### config.mk
export PLATFORM = sky130hd
export DESIGN_NAME = mmio_responder
export DESIGN_NICKNAME = d
export VERILOG_FILES = /design/src/rtl/mmio_pkg.sv /design/src/rtl/mmio_counter.sv /design/src/rtl/mmio_responder.sv
export SDC_FILE = /design/constraint.sdc
export NUM_CORES = 1
export LEC_CHECK = 0
export ABC_AREA = 1
export CAP_MARGIN = 10
export CORE_MARGIN = 1
export CORE_UTILIZATION = 30
export DETAILED_ROUTE_END_ITERATION = 8
export DONT_BUFFER_PORTS = 1
export PLACE_DENSITY = 0.51
export SLEW_MARGIN = 5
export SYNTH_ARGS = -nofsm -noshare
export SYNTH_HDL_FRONTEND = slang
export SYNTH_HIERARCHICAL = 1
export SYNTH_SLANG_ARGS = --single-unit
### constraint.sdc
create_clock -name clk -period 1.67 [get_ports clk]
set_input_delay 0.167 -clock clk [delete_from_list [all_inputs] [get_ports clk]]
set_output_delay 0.167 -clock clk [all_outputs]
set_load 0.01 [all_outputs]
### src/rtl/mmio_pkg.sv
// Shared constants for the MMIO responder: default base address, register
// offsets within the 256-byte window and status register bit positions.
package mmio_pkg;

    localparam logic [31:0] MMIO_BASE_DEFAULT = 32'h8000_0000;

    localparam logic [7:0] OFF_STATUS = 8'h00;
    localparam logic [7:0] OFF_RX     = 8'h04;
    localparam logic [7:0] OFF_TX     = 8'h08;
    localparam logic [7:0] OFF_CYC    = 8'h10;
    localparam logic [7:0] OFF_INST   = 8'h14;
    localparam logic [7:0] OFF_CLR    = 8'h18;
    localparam logic [7:0] OFF_BR     = 8'h1C;

    localparam int ST_TX_RDY = 0;
    localparam int ST_RX_VLD = 1;

endpackage

### src/rtl/mmio_counter.sv
// Free-running up-counter with increment enable; clear beats increment,
// and the synchronous reset beats both.
module mmio_counter #(
    parameter int WIDTH = 32
) (
    input  logic             clk,
    input  logic             rst,
    input  logic             inc,
    input  logic             clr,
    output logic [WIDTH-1:0] count
);

    logic [WIDTH-1:0] count_reg;

    always_ff @(posedge clk) begin
        if (rst || clr) begin
            count_reg <= '0;
        end else if (inc) begin
            count_reg <= count_reg + WIDTH'(1);
        end
    end

    assign count = count_reg;

endmodule

### src/rtl/mmio_responder.sv
// MMIO responder: UART status/RX/TX registers and performance counters with a
// one-cycle registered read. Define MMIO_BRANCH_CTR_EN to add the branch counter.
module mmio_responder
    import mmio_pkg::*;
#(
    parameter logic [31:0] MMIO_BASE = MMIO_BASE_DEFAULT,
    parameter int          CTR_WIDTH = 32
) (
    input  logic        clk,
    input  logic        rst,
    input  logic [31:0] addr,
    input  logic [31:0] wdata,
    input  logic [3:0]  we,
    input  logic        re,
    output logic [31:0] rdata,
    input  logic [7:0]  uart_rx_data,
    input  logic        uart_rx_valid,
    output logic        uart_rx_ready,
    output logic [7:0]  uart_tx_data,
    output logic        uart_tx_valid,
    input  logic        uart_tx_ready,
    input  logic        inst_retire,
    input  logic        branch_retire
);

    logic                 hit;
    logic [7:0]           offset;
    logic                 load;
    logic                 store;
    logic                 ctr_clr;
    logic                 tx_push;
    logic [31:0]          read_mux;
    logic [31:0]          rdata_reg;
    logic                 tx_valid_reg;
    logic [7:0]           tx_data_reg;
    logic [CTR_WIDTH-1:0] cyc_count;
    logic [CTR_WIDTH-1:0] inst_count;
    logic                 unused_bits;

    assign hit     = (addr[31:8] == MMIO_BASE[31:8]);
    assign offset  = addr[7:0];
    assign load    = re && hit;
    assign store   = (|we) && hit;
    assign ctr_clr = store && (offset == OFF_CLR);
    assign tx_push = store && (offset == OFF_TX) && we[0];

    // The pop handshake happens on the same edge that captures the byte.
    assign uart_rx_ready = load && (offset == OFF_RX) && uart_rx_valid;

    mmio_counter #(.WIDTH(CTR_WIDTH)) u_cyc_ctr (
        .clk   (clk),
        .rst   (rst),
        .inc   (1'b1),
        .clr   (ctr_clr),
        .count (cyc_count)
    );

    mmio_counter #(.WIDTH(CTR_WIDTH)) u_inst_ctr (
        .clk   (clk),
        .rst   (rst),
        .inc   (inst_retire),
        .clr   (ctr_clr),
        .count (inst_count)
    );

`ifdef MMIO_BRANCH_CTR_EN
    logic [CTR_WIDTH-1:0] br_count;

    mmio_counter #(.WIDTH(CTR_WIDTH)) u_br_ctr (
        .clk   (clk),
        .rst   (rst),
        .inc   (branch_retire),
        .clr   (ctr_clr),
        .count (br_count)
    );

    assign unused_bits = ^wdata[31:8];
`else
    assign unused_bits = ^{wdata[31:8], branch_retire};
`endif

    // Counters are read before this edge's increment because they are sampled
    // from their registers, not from the next-state value.
    always_comb begin
        read_mux = '0;
        if (hit) begin
            case (offset)
                OFF_STATUS: begin
                    read_mux[ST_TX_RDY] = uart_tx_ready && !tx_valid_reg;
                    read_mux[ST_RX_VLD] = uart_rx_valid;
                end
                OFF_RX:   read_mux = uart_rx_valid ? {24'b0, uart_rx_data} : 32'b0;
                OFF_CYC:  read_mux = 32'(cyc_count);
                OFF_INST: read_mux = 32'(inst_count);
`ifdef MMIO_BRANCH_CTR_EN
                OFF_BR:   read_mux = 32'(br_count);
`endif
                default:  read_mux = '0;
            endcase
        end
    end

    always_ff @(posedge clk) begin
        if (rst) begin
            rdata_reg <= '0;
        end else if (re) begin
            rdata_reg <= read_mux;
        end
    end

    // A store while a byte is pending is dropped, even if the pending byte
    // hands off on this very edge.
    always_ff @(posedge clk) begin
        if (rst) begin
            tx_valid_reg <= 1'b0;
            tx_data_reg  <= 8'h00;
        end else if (tx_valid_reg) begin
            if (uart_tx_ready) begin
                tx_valid_reg <= 1'b0;
            end
        end else if (tx_push) begin
            tx_valid_reg <= 1'b1;
            tx_data_reg  <= wdata[7:0];
        end
    end

    assign rdata         = rdata_reg;
    assign uart_tx_valid = tx_valid_reg;
    assign uart_tx_data  = tx_data_reg;

endmodule

Word level (Yosys, flattened, before mapping) --
Index checks and enable logic that the tools add are counted.
Word-level totals: output and inout bits 42, bits of input ports 83, flip-flop bits (word level) 105, logic and storage cells 34
Operators by class: equal/unequal tests 6, reductions and logical operators 13, muxes and demuxes 7, add/subtract/negate cells 2, bitwise gates (word level) 1
Operators by type and width (number):
- $pmux 30 s3 | 1
- $add 32x1->32 const B | 2
- $mux 32 | 1
- $eq 24x24->1 const B | 1
- $eq 8x5->1 const B | 3
- $eq 8x3->1 const B | 1
- $eq 8x4->1 const B | 1
- $logic_and 1x1->1 | 8
- $logic_not 8->1 | 1
- $mux 8 | 1
- $pmux 2 s4 | 1
- $reduce_or 4->1 | 1
- $mux 1 | 3
- $reduce_and 2->1 | 1
- $logic_not 1->1 | 1
- $logic_or 1x1->1 | 1
- $not 1->1 | 1

Logic depth before layout (Yosys ltp) --
Gate-level depths: netlist (run 1).
depth after elaboration 6, depth in mapped cells 10, depth with buffers taken out 10

By module --
Netlist (run 1), hierarchy kept.
By module, submodules not included:
- mmio_counter | times used 2, cells an instance 276, area each 1798.0 um^2, sequential area each 640.6 um^2
- mmio_responder | times used 1, cells an instance 387, area each 2526.2 um^2, sequential area each 820.8 um^2

Worst setup path before layout (run 1) --
No wires, ideal clock.
kind input-to-reg, start point input addr[15], end point register u_cyc_ctr.count_reg[19], in the netlist u_cyc_ctr/count[19], path buffers 1, required time 1555 ps, cell stages on the path 9, library setup time 115 ps, slack 235 ps, arrival 1320 ps, cells stage by stage nor2_1 > nand2_1 > nor2_4 > nand4_1 > nor4_1 > nor2_1 > clkbuf_1 > nand2_1 > nor2_1
On the way: longest elaborated chain between the ends 4
RTL lines:
- start: declaration | RTL line mmio_responder.sv:11 | input logic [31:0] addr,
- $eq 24x24->1 | RTL line mmio_responder.sv:40 | assign hit = (addr[31:8] == MMIO_BASE[31:8]);
- $logic_and 1x1->1 | RTL line mmio_responder.sv:43 | assign store = (|we) && hit;
- $logic_and 1x1->1 | RTL line mmio_responder.sv:44 | assign ctr_clr = store && (offset == OFF_CLR);
- via ctr_clr | RTL line mmio_responder.sv:30 | logic ctr_clr;
- $logic_or 1x1->1 | RTL line mmio_counter.sv:16 | if (rst || clr) begin
- end signal: assignment | RTL line mmio_counter.sv:19 | count_reg <= count_reg + WIDTH'(1);
- end: declaration | RTL line mmio_counter.sv:13 | logic [WIDTH-1:0] count_reg;
The timed path passes the listed nets, and every way through them passes these cells. A chain may end at the register's enable or synchronous reset.

Final worst setup path (run 1) --
start point register u_cyc_ctr.count_reg[1], in the netlist u_cyc_ctr/count[1], end point register u_cyc_ctr.count_reg[24], in the netlist u_cyc_ctr/count[24]
On the way: longest elaborated chain between the ends 1
RTL lines (RTL line):
- $add 32x1->32 | mmio_counter.sv:19
Every way passes these cells.

==> results.tsv, run 1 <==
metric	value	unit
net count reported at finish	1038	
maximum capacitance violations	0	
antenna-violating nets left	0	
Worst Setup Slack post-DPL	-84.6	ps
fraction of power consumed by the clock network	45.0	%
TritonCTS Buffers	9	
Core Area	19700	um2
worst vdd ir	0.399	mV
share of total power consumed by net switching	24.7	%
utilization of the core after routing	35.1	%
worst-path fanout max	7	
worst-margin pin slew	1070	ps
kind of capture point of the worst setup path	register	
total routed wirelength	18000	um
final setup violating endpoints	0	
depth of the worst register-to-register path	8	
number of flops mapped to enable cells by yosys	0	
via count of the first global-routing pass	5321	
data arrival time of the critical path	1770	ps
footprint of the flip-flops and latches	2100	um2
endpoints failing hold	0	
most common cell type on the critical path	sky130_fd_sc_hd__nor2_4	
top flip-flop cell by instance count after synthesis	sky130_fd_sc_hd__dfxtp_1	
# rows	51	
number of synthesized register bits	105	
starting DRC count in detailed routing	439	
HPWL after DPL	13400	um
number of buffers added on ports	0	
Clock Sink Count	105	
die height	145	um
slew margin rel.	28.6	%
critical-path cell with the highest stage delay	sky130_fd_sc_hd__dfxtp_1	
average cell area after synthesis	6.52	um2
Clock Pin Slew Worst Setup and Hold Paths	80	ps
total internal power	3820	uW
clock tree root driver cell	sky130_fd_sc_hd__clkbuf_16	
time the final worst path needs with I/O delays and setup	1520	ps
net switching power	1250	uW
total via count after detailed routing	5977	
type of the worst min-delay path	in2reg	
routability-driven placement congestion ratio	0.789	
critical path's largest stage delay	380	ps
fraction of power consumed by sequential logic	49.6	%
power density relative to cell area	733	nW/um2
setup repair after global routing missed its margin	false	
die extent in x	145	um
count of unique library cells instantiated by Yosys	35	
count of fill cells added during filler insertion	2149	
global-route congestion overflow total	0	
Area growth, synth to finish	13.1	%
average wire per cell in the routed design	14.7	um
H-tree depth	3	
Warnings, synthesis	6	
starting density of the core	31.0	%
number of design rule violations left after detail routing	0	
area of combinational cells with multiple inputs	3480	um2
Data required, critical path	1920	ps
worst reg-to-reg setup slack	150	ps
die area	21000	um2
Gate power share	5.3	%
least setup slack across all paths after layout	154	ps
post-route worst hold slack	25.6	ps
clock skew after layout	11.1	ps
Clock Path Buffers	2	
post-synthesis instance total	939	
antenna cell count	0	
top achievable clock speed	659	MHz
drt via density	4.89	
Lkg Pwr	0.00266	uW
pin count of the biggest net entering global routing	43	
count of pins on the block boundary	125	
proportion of layout cells with a drive suffix above 1	9.81	%
run status	completed	
post-CTS setup repair buffer count	0	
share of async-settable or async-resettable flops after synthesis	0	%
type of element launching the critical path	register	
cell area after synthesis	6120	um2
crit-path cells	ha_1 -> nand2_2 -> nor2_4 -> nand3_4 -> nor2_4 -> nand3_1 -> nand2_1 -> nor2_1	
sequential element share of the synthesized area	34.3	%
critical path class	reg2reg	
Worst Hold Path Cells	2	
number of iterations in the first detailed-routing pass	5	
share of the clock period used by the worst path after layout	90.8	%
aggregate global-route resource usage	17.6	%
CTS tree	yes	
global-route wire length before repair	27800	um
clock network latency to the later pin of the worst-skew pair	360	ps
max-slew violation total from the final report	0	
initial antenna violation count	0	
[through the flow]
| stage | instance area [um2] | cells | TNS (ps) | power, uW |
|---|---|---|---|---|
| 6_report | 6930 | 1223 | 0 | 5070 |
| 5_1_grt | 6930 | 1223 | 0 | 5270 |
| 4_1_cts | 6920 | 1223 | 0 | 5160 |
| 3_5_place_dp | 6460 | 1195 | -1520 | 2790 |
| 3_3_place_gp | 6460 | 1195 | -3190 | 2790 |
| 2_1_floorplan | 6140 | 944 | 0 | 2760 |
[layout make-up]
| type | count | share of cell area, % |
|---|---|---|
| clock buffer | 9 | 3.25 |
| inverter | 94 | 5.09 |
| multi-input combinational | 713 | 50.2 |
| clock inverter | 7 | 1.39 |
| tap | 265 | 4.79 |
| timing repair buffer | 30 | 4.91 |
| sequential | 105 | 30.4 |
[power by group through the flow]
stage               Combinational, uW  Sequential [uW]  Clock (uW)
floorplan                         183             2580           0
global placement                  216             2580           0
detailed placement                219             2580           0
CTS                               271             2520        2370
global route                      305             2520        2440
finish                            271             2520        2290
[final timing paths]
check                                   from                               end
max          u_cyc_ctr/count[1]$_SDFFE_PP0P_  u_cyc_ctr/count[24]$_SDFFE_PP0P_
min                                       re            rdata[11]$_SDFFE_PP0P_
max reg2reg  u_cyc_ctr/count[1]$_SDFFE_PP0P_  u_cyc_ctr/count[24]$_SDFFE_PP0P_
min reg2reg  u_cyc_ctr/count[0]$_SDFFE_PP0P_   u_cyc_ctr/count[0]$_SDFFE_PP0P_
[cell usage after synthesis (8+ instances only)]
cell	instances	area, um2
sky130_fd_sc_hd__buf_2	11	55.1
sky130_fd_sc_hd__inv_1	90	338
sky130_fd_sc_hd__a21oi_1	71	355
sky130_fd_sc_hd__o21ai_0	22	110
sky130_fd_sc_hd__clkbuf_1	8	30.0
sky130_fd_sc_hd__nand3_1	137	686
sky130_fd_sc_hd__nor2_1	149	559
sky130_fd_sc_hd__dfxtp_1	105	2100
sky130_fd_sc_hd__nand4_1	31	194
sky130_fd_sc_hd__nand2_1	223	837
sky130_fd_sc_hd__nor2_4	24	270
sky130_fd_sc_hd__nand2_2	12	75.1
[worst max-delay path: cells and delay by family, from the launching register on]
| kind | cells | cell delay (ps) |
|---|---|---|
| flip-flops | 1 | 380 |
| AND/OR/NAND/NOR | 7 | 800 |
| adder cells (fa/ha/maj) | 1 | 230 |
[routing by layer]
| layer | GRT usage [%] | vias to the layer above | wire length [um] |
|---|---|---|---|
| met1 | 22.7 | 2697 | 8550 |
| met2 | 29.6 | 182 | 8120 |
| met3 | 3.78 | 14 | 1130 |
| met4 | 4.21 | 0 | 227 |
| li1 | - | 3084 | - |
| met5 | 0 | - | 0 |
[timing repair]
item,4_1_cts,5_1_grt
hold buffers,12,0
endpoints found under the setup margin,0,8
gates resized for setup,0,4
hold endpoints to repair,45,0
[layout by cell type, fill, tap and decap left out, types with 4 or more instances in the layout]
cell type / count
sky130_fd_sc_hd__clkbuf_16: 9
sky130_fd_sc_hd__buf_4: 12
sky130_fd_sc_hd__nand2_1: 223
sky130_fd_sc_hd__o21a_1: 4
sky130_fd_sc_hd__nor2_2: 8
sky130_fd_sc_hd__nand3b_1: 6
sky130_fd_sc_hd__conb_1: 6
sky130_fd_sc_hd__o21ai_0: 22
sky130_fd_sc_hd__nand3_1: 137
sky130_fd_sc_hd__nor3b_1: 4
sky130_fd_sc_hd__inv_1: 90
sky130_fd_sc_hd__dfxtp_1: 104
sky130_fd_sc_hd__nor2_4: 24
sky130_fd_sc_hd__nor2_1: 144
sky130_fd_sc_hd__a21oi_1: 71
sky130_fd_sc_hd__nand2_2: 12
sky130_fd_sc_hd__buf_12: 7
sky130_fd_sc_hd__dlygate4sd3_1: 11
sky130_fd_sc_hd__nand4_1: 31
[cells by family after synthesis]
logic type / count (synthesis) / synth area share, %
xor+xnor: 2 / 0.286
simple gates: 605 / 47.3
fa+ha+maj: 2 / 0.409
other cells: 1 / 0.0613
flops: 105 / 34.3
buf+inv: 126 / 9.40
compound gates: 98 / 8.24
Note: power is estimated with default switching activity, not from simulation.
==> run 2: changes to the inputs <==
--- a/config.mk
+++ b/config.mk
@@ -12,6 +12,7 @@
 export DETAILED_ROUTE_END_ITERATION = 8
 export DONT_BUFFER_PORTS = 1
 export PLACE_DENSITY = 0.51
+export REMOVE_ABC_BUFFERS = 1
 export SLEW_MARGIN = 5
 export SYNTH_ARGS = -nofsm -noshare
 export SYNTH_HDL_FRONTEND = slang
==> results.tsv, run 2 (same netlist as run 1, synthesis figures left out) <==
metric	value	unit
run status	completed	
type of the worst min-delay path	in2reg	
Area growth, synth to finish	13.6	%
antenna-violating nets left	0	
type of element launching the critical path	register	
placed cell areas	6470	um2
starting DRC count in detailed routing	329	
die extent in x	145	um
critical-path cell with the highest stage delay	sky130_fd_sc_hd__dfxtp_1	
area of combinational cells with multiple inputs	3470	um2
total internal power	3990	uW
most common cell type on the critical path	sky130_fd_sc_hd__nor2_4	
share of total power consumed by net switching	23.7	%
endpoints failing hold	0	
sum of buffers and inverters on the critical path	0	
least setup slack across all paths after layout	123	ps
post-route worst hold slack	5.01	ps
proportion of layout cells with a drive suffix above 1	9.89	%
number of buffers added on ports	0	
share of the clock period used by the worst path after layout	92.6	%
clock skew after layout	9.43	ps
top achievable clock speed	646	MHz
aggregate global-route resource usage	16.6	%
critical path class	reg2reg	
initial antenna violation count	0	
CTS tree	yes	
setup repair after global routing missed its margin	false	
clock network latency to the later pin of the worst-skew pair	360	ps
maximum capacitance violations	0	
fraction of power consumed by sequential logic	48.2	%
Worst Setup Slack post-DPL	-3.19	ps
final setup violating endpoints	0	
crit-path cells	ha_1 -> nand2_2 -> nor2_4 -> nand3_4 -> nor2_4 -> nand3_1 -> nand2_1 -> nor2_1	
number of iterations in the first detailed-routing pass	5	
Finished Layout Cells	1226	
antenna cell count	0	
count of fill cells added during filler insertion	2148	
total routed wirelength	17000	um
kind of capture point of the worst setup path	register	
worst-path fanout max	7	
via count of the first global-routing pass	5115	
Gate power share	5.2	%
die height	145	um
count of pins on the block boundary	125	
net switching power	1240	uW
average wire per cell in the routed design	13.9	um
net count reported at finish	1041	
Worst path top cell family by delay	simple AND/OR/NAND/NOR gates	
drt via density	4.74	
Clock Sink Count	105	
data arrival time of the critical path	1800	ps
utilization of the core after routing	35.3	%
worst vdd ir	0.332	mV
Data required, critical path	1930	ps
Clock Pin Slew Worst Setup and Hold Paths	80	ps
global-route congestion overflow total	0	
max-slew violation total from the final report	0	
time the final worst path needs with I/O delays and setup	1550	ps
global-route wire length before repair	26600	um
power density relative to cell area	752	nW/um2
# rows	51	
Clock Path Buffers	2	
Core Area	19700	um2
clock tree root driver cell	sky130_fd_sc_hd__clkbuf_16	
H-tree depth	3	
number of placed instances, taps included	1198	
Lkg Pwr	0.00269	uW
die area	21000	um2
critical path's largest stage delay	400	ps
HPWL after DPL	12300	um
total via count after detailed routing	5807	
routability-driven placement congestion ratio	0.813	
most common cell after layout, fill and taps aside	sky130_fd_sc_hd__nand2_1	
starting density of the core	31.0	%
pin count of the biggest net entering global routing	43	
leading cell types in the layout, fill and taps excluded	sky130_fd_sc_hd__nand2_1 (223), sky130_fd_sc_hd__nor2_1 (146), sky130_fd_sc_hd__nand3_1 (137), sky130_fd_sc_hd__dfxtp_1 (105), sky130_fd_sc_hd__inv_1 (90)	
TritonCTS Buffers	9	
final instance area	6960	um2
fraction of power consumed by the clock network	46.6	%
number of design rule violations left after detail routing	0	
footprint of the flip-flops and latches	2100	um2
-- run 2: worst paths after layout --
| check | slack [ps] | start | end | cells after the start |
|---|---|---|---|---|
| min reg2reg | 510 | u_inst_ctr/count[1]$_SDFFE_PP0P_ | u_inst_ctr/count[1]$_SDFFE_PP0P_ | 2 |
| max reg2reg | 120 | u_cyc_ctr/count[1]$_SDFFE_PP0P_ | u_cyc_ctr/count[28]$_SDFFE_PP0P_ | 8 |
| max | 120 | u_cyc_ctr/count[1]$_SDFFE_PP0P_ | u_cyc_ctr/count[28]$_SDFFE_PP0P_ | 8 |
| min | 5 | wdata[2] | uart_tx_data[2]$_SDFFE_PP0P_ | 2 |
-- run 2: power groups by stage --
| stage | registers (uW) | clock network [uW] | logic (uW) |
|---|---|---|---|
| 2_1_floorplan | 2580 | 0 | 139 |
| 3_3_place_gp | 2580 | 0 | 217 |
| 3_5_place_dp | 2580 | 0 | 219 |
| 4_1_cts | 2520 | 2510 | 276 |
| 5_1_grt | 2520 | 2610 | 305 |
| 6_report | 2520 | 2440 | 273 |
-- run 2: cell type report --
cell class	count	area share [%]
well taps	265	4.77
flip-flops and latches	105	30.2
repair buffers	33	5.18
multi-input cells	713	49.9
inverters	94	5.07
clock buffers	10	3.44
clock inverters	6	1.42
-- run 2: metal layers --
layer / track usage, % / share of wire [%] / up-vias
li1: - / - / 3094
met3: 3.36 / 4.1 / 9
met4: 4.21 / 0.80 / 0
met2: 28.4 / 48 / 107
met5: 0 / 0 / -
met1: 21.2 / 47 / 2597
-- run 2: what timing repair did --
item / in CTS / in global routing
hold endpoints to repair: 43 / 0
gates resized for setup: 0 / 3
hold buffers: 12 / 0
buffers inserted: 0 / 0
endpoints found under the setup margin: 0 / 6
-- run 2: through the flow --
step / total power [uW] / setup TNS (ps)
floorplan: 2710 / -3360
global placement: 2790 / 0
detailed placement: 2800 / -3.19
CTS: 5310 / 0
global route: 5430 / 0
finish: 5230 / 0
==> variant, RTL diff (settings of run 1) <==
The option `MMIO_BRANCH_CTR_EN` is turned on by a define.
--- a/src/rtl/mmio_responder.sv
+++ b/src/rtl/mmio_responder.sv
@@ -2,2 +2,4 @@
 // one-cycle registered read. Define MMIO_BRANCH_CTR_EN to add the branch counter.
+`define MMIO_BRANCH_CTR_EN
+
 module mmio_responder
Function: changed (a bounded check fails within 4 cycles, from zero or initial values and one cycle with rst high).
==> variant against run 1 <==
  * Via count up 29%
  * Power up 55%
  * Utilization up 0.84 points
  * Synthesized cell count up 33%
  * Final area up 35%
  * Synthesized area up 30%
  * Setup slack worse by 29 ps
  * Highest routed layer unchanged
  * Wire length up 30%
  * Critical endpoint unchanged
  * Clock power up 88%
  * Critical path type unchanged
  * Sequential cell count up 32
  * First-iteration DRC count down 19%
==> variant: results (changes against run 1) <==
| Metric | Value |
|---|---|
| Avg Inst Size Synth | `6.34 µm² (-2.7%)` |
| Status | `finished clean` |
| Drt wl/cell | `14.3 µm (-3.1%)` |
| Vias in the first global route | `7098 (+33%)` |
| Hold_buf cts | `14 (+2)` |
| Area after DPL | `8510 µm² (+32%)` |
| Worst clock skew | `8.66 ps (-2.42 ps)` |
| Largest net degree at the start of global routing | `35 (-19%)` |
| Netlist cell types | `32 (-8.6%)` |
| Arrival @ worst endpoint | `1860 ps (+90 ps)` |
| Time the worst path needs with I/O delays and setup | `1550 ps (+28.8 ps)` |
| Combinational cell fraction of total power | `0.036 (-0.017)` |
| Hold Path End | `rdata[3]$_SDFFE_PP0P_` |
| First-pass GRT wire length | `36.6 mm (+31%)` |
| Place WS | `-37.3 ps (+47.4 ps)` |
| Total track usage | `0.177 (+0.00119)` |
| Wl on met1 | `11.1 mm (+30%)` |
| Most common library cells after synthesis | `nand2_1 (393), nor2_1 (190), inv_1 (142)` |
| Power Total | `7.88 mW (+55%)` |
| Dpl hpwl | `17.9 mm (+33%)` |
| Cell Int Power | `6.08 mW (+59%)` |
| Post-synthesis sequential area ratio | `0.345 (+0.00185)` |
| Via count | `7720 (+29%)` |
| Post-placement cell count | `1592 (+33%)` |
| Met2 Wirelength | `10.8 mm (+33%)` |
variant: metal layers:
| metal | vias to the layer above | GRT usage |
|---|---|---|
| li1 | 4043 | - |
| met1 | 3481 | 0.223 |
| met2 | 172 | 0.297 |
| met3 | 24 | 0.0354 |
| met4 | 0 | 0.0621 |
| met5 | - | 0 |
variant: cells by family after synthesis:
group / Yosys count / synth area share
AND/OR/NAND/NOR: 808 / 0.471
buffers and inverters: 175 / 0.0890
flip-flops: 137 / 0.345
AO/OA/AOI/OAI: 126 / 0.0863
XOR/XNOR: 3 / 0.00331
adder cells (fa/ha/maj): 3 / 0.00472
other: 1 / 0.000472
variant: area by class of cell:
class / instances / area (µm²) / area share
clock buffer: 17 / 425 / 0.0455
inverter: 148 / 556 / 0.0595
tap: 335 / 419 / 0.0449
clock inverter: 15 / 239 / 0.0256
sequential: 137 / 2740 / 0.294
multi-input combinational: 946 / 4540 / 0.486
timing repair buffer: 40 / 420 / 0.0450
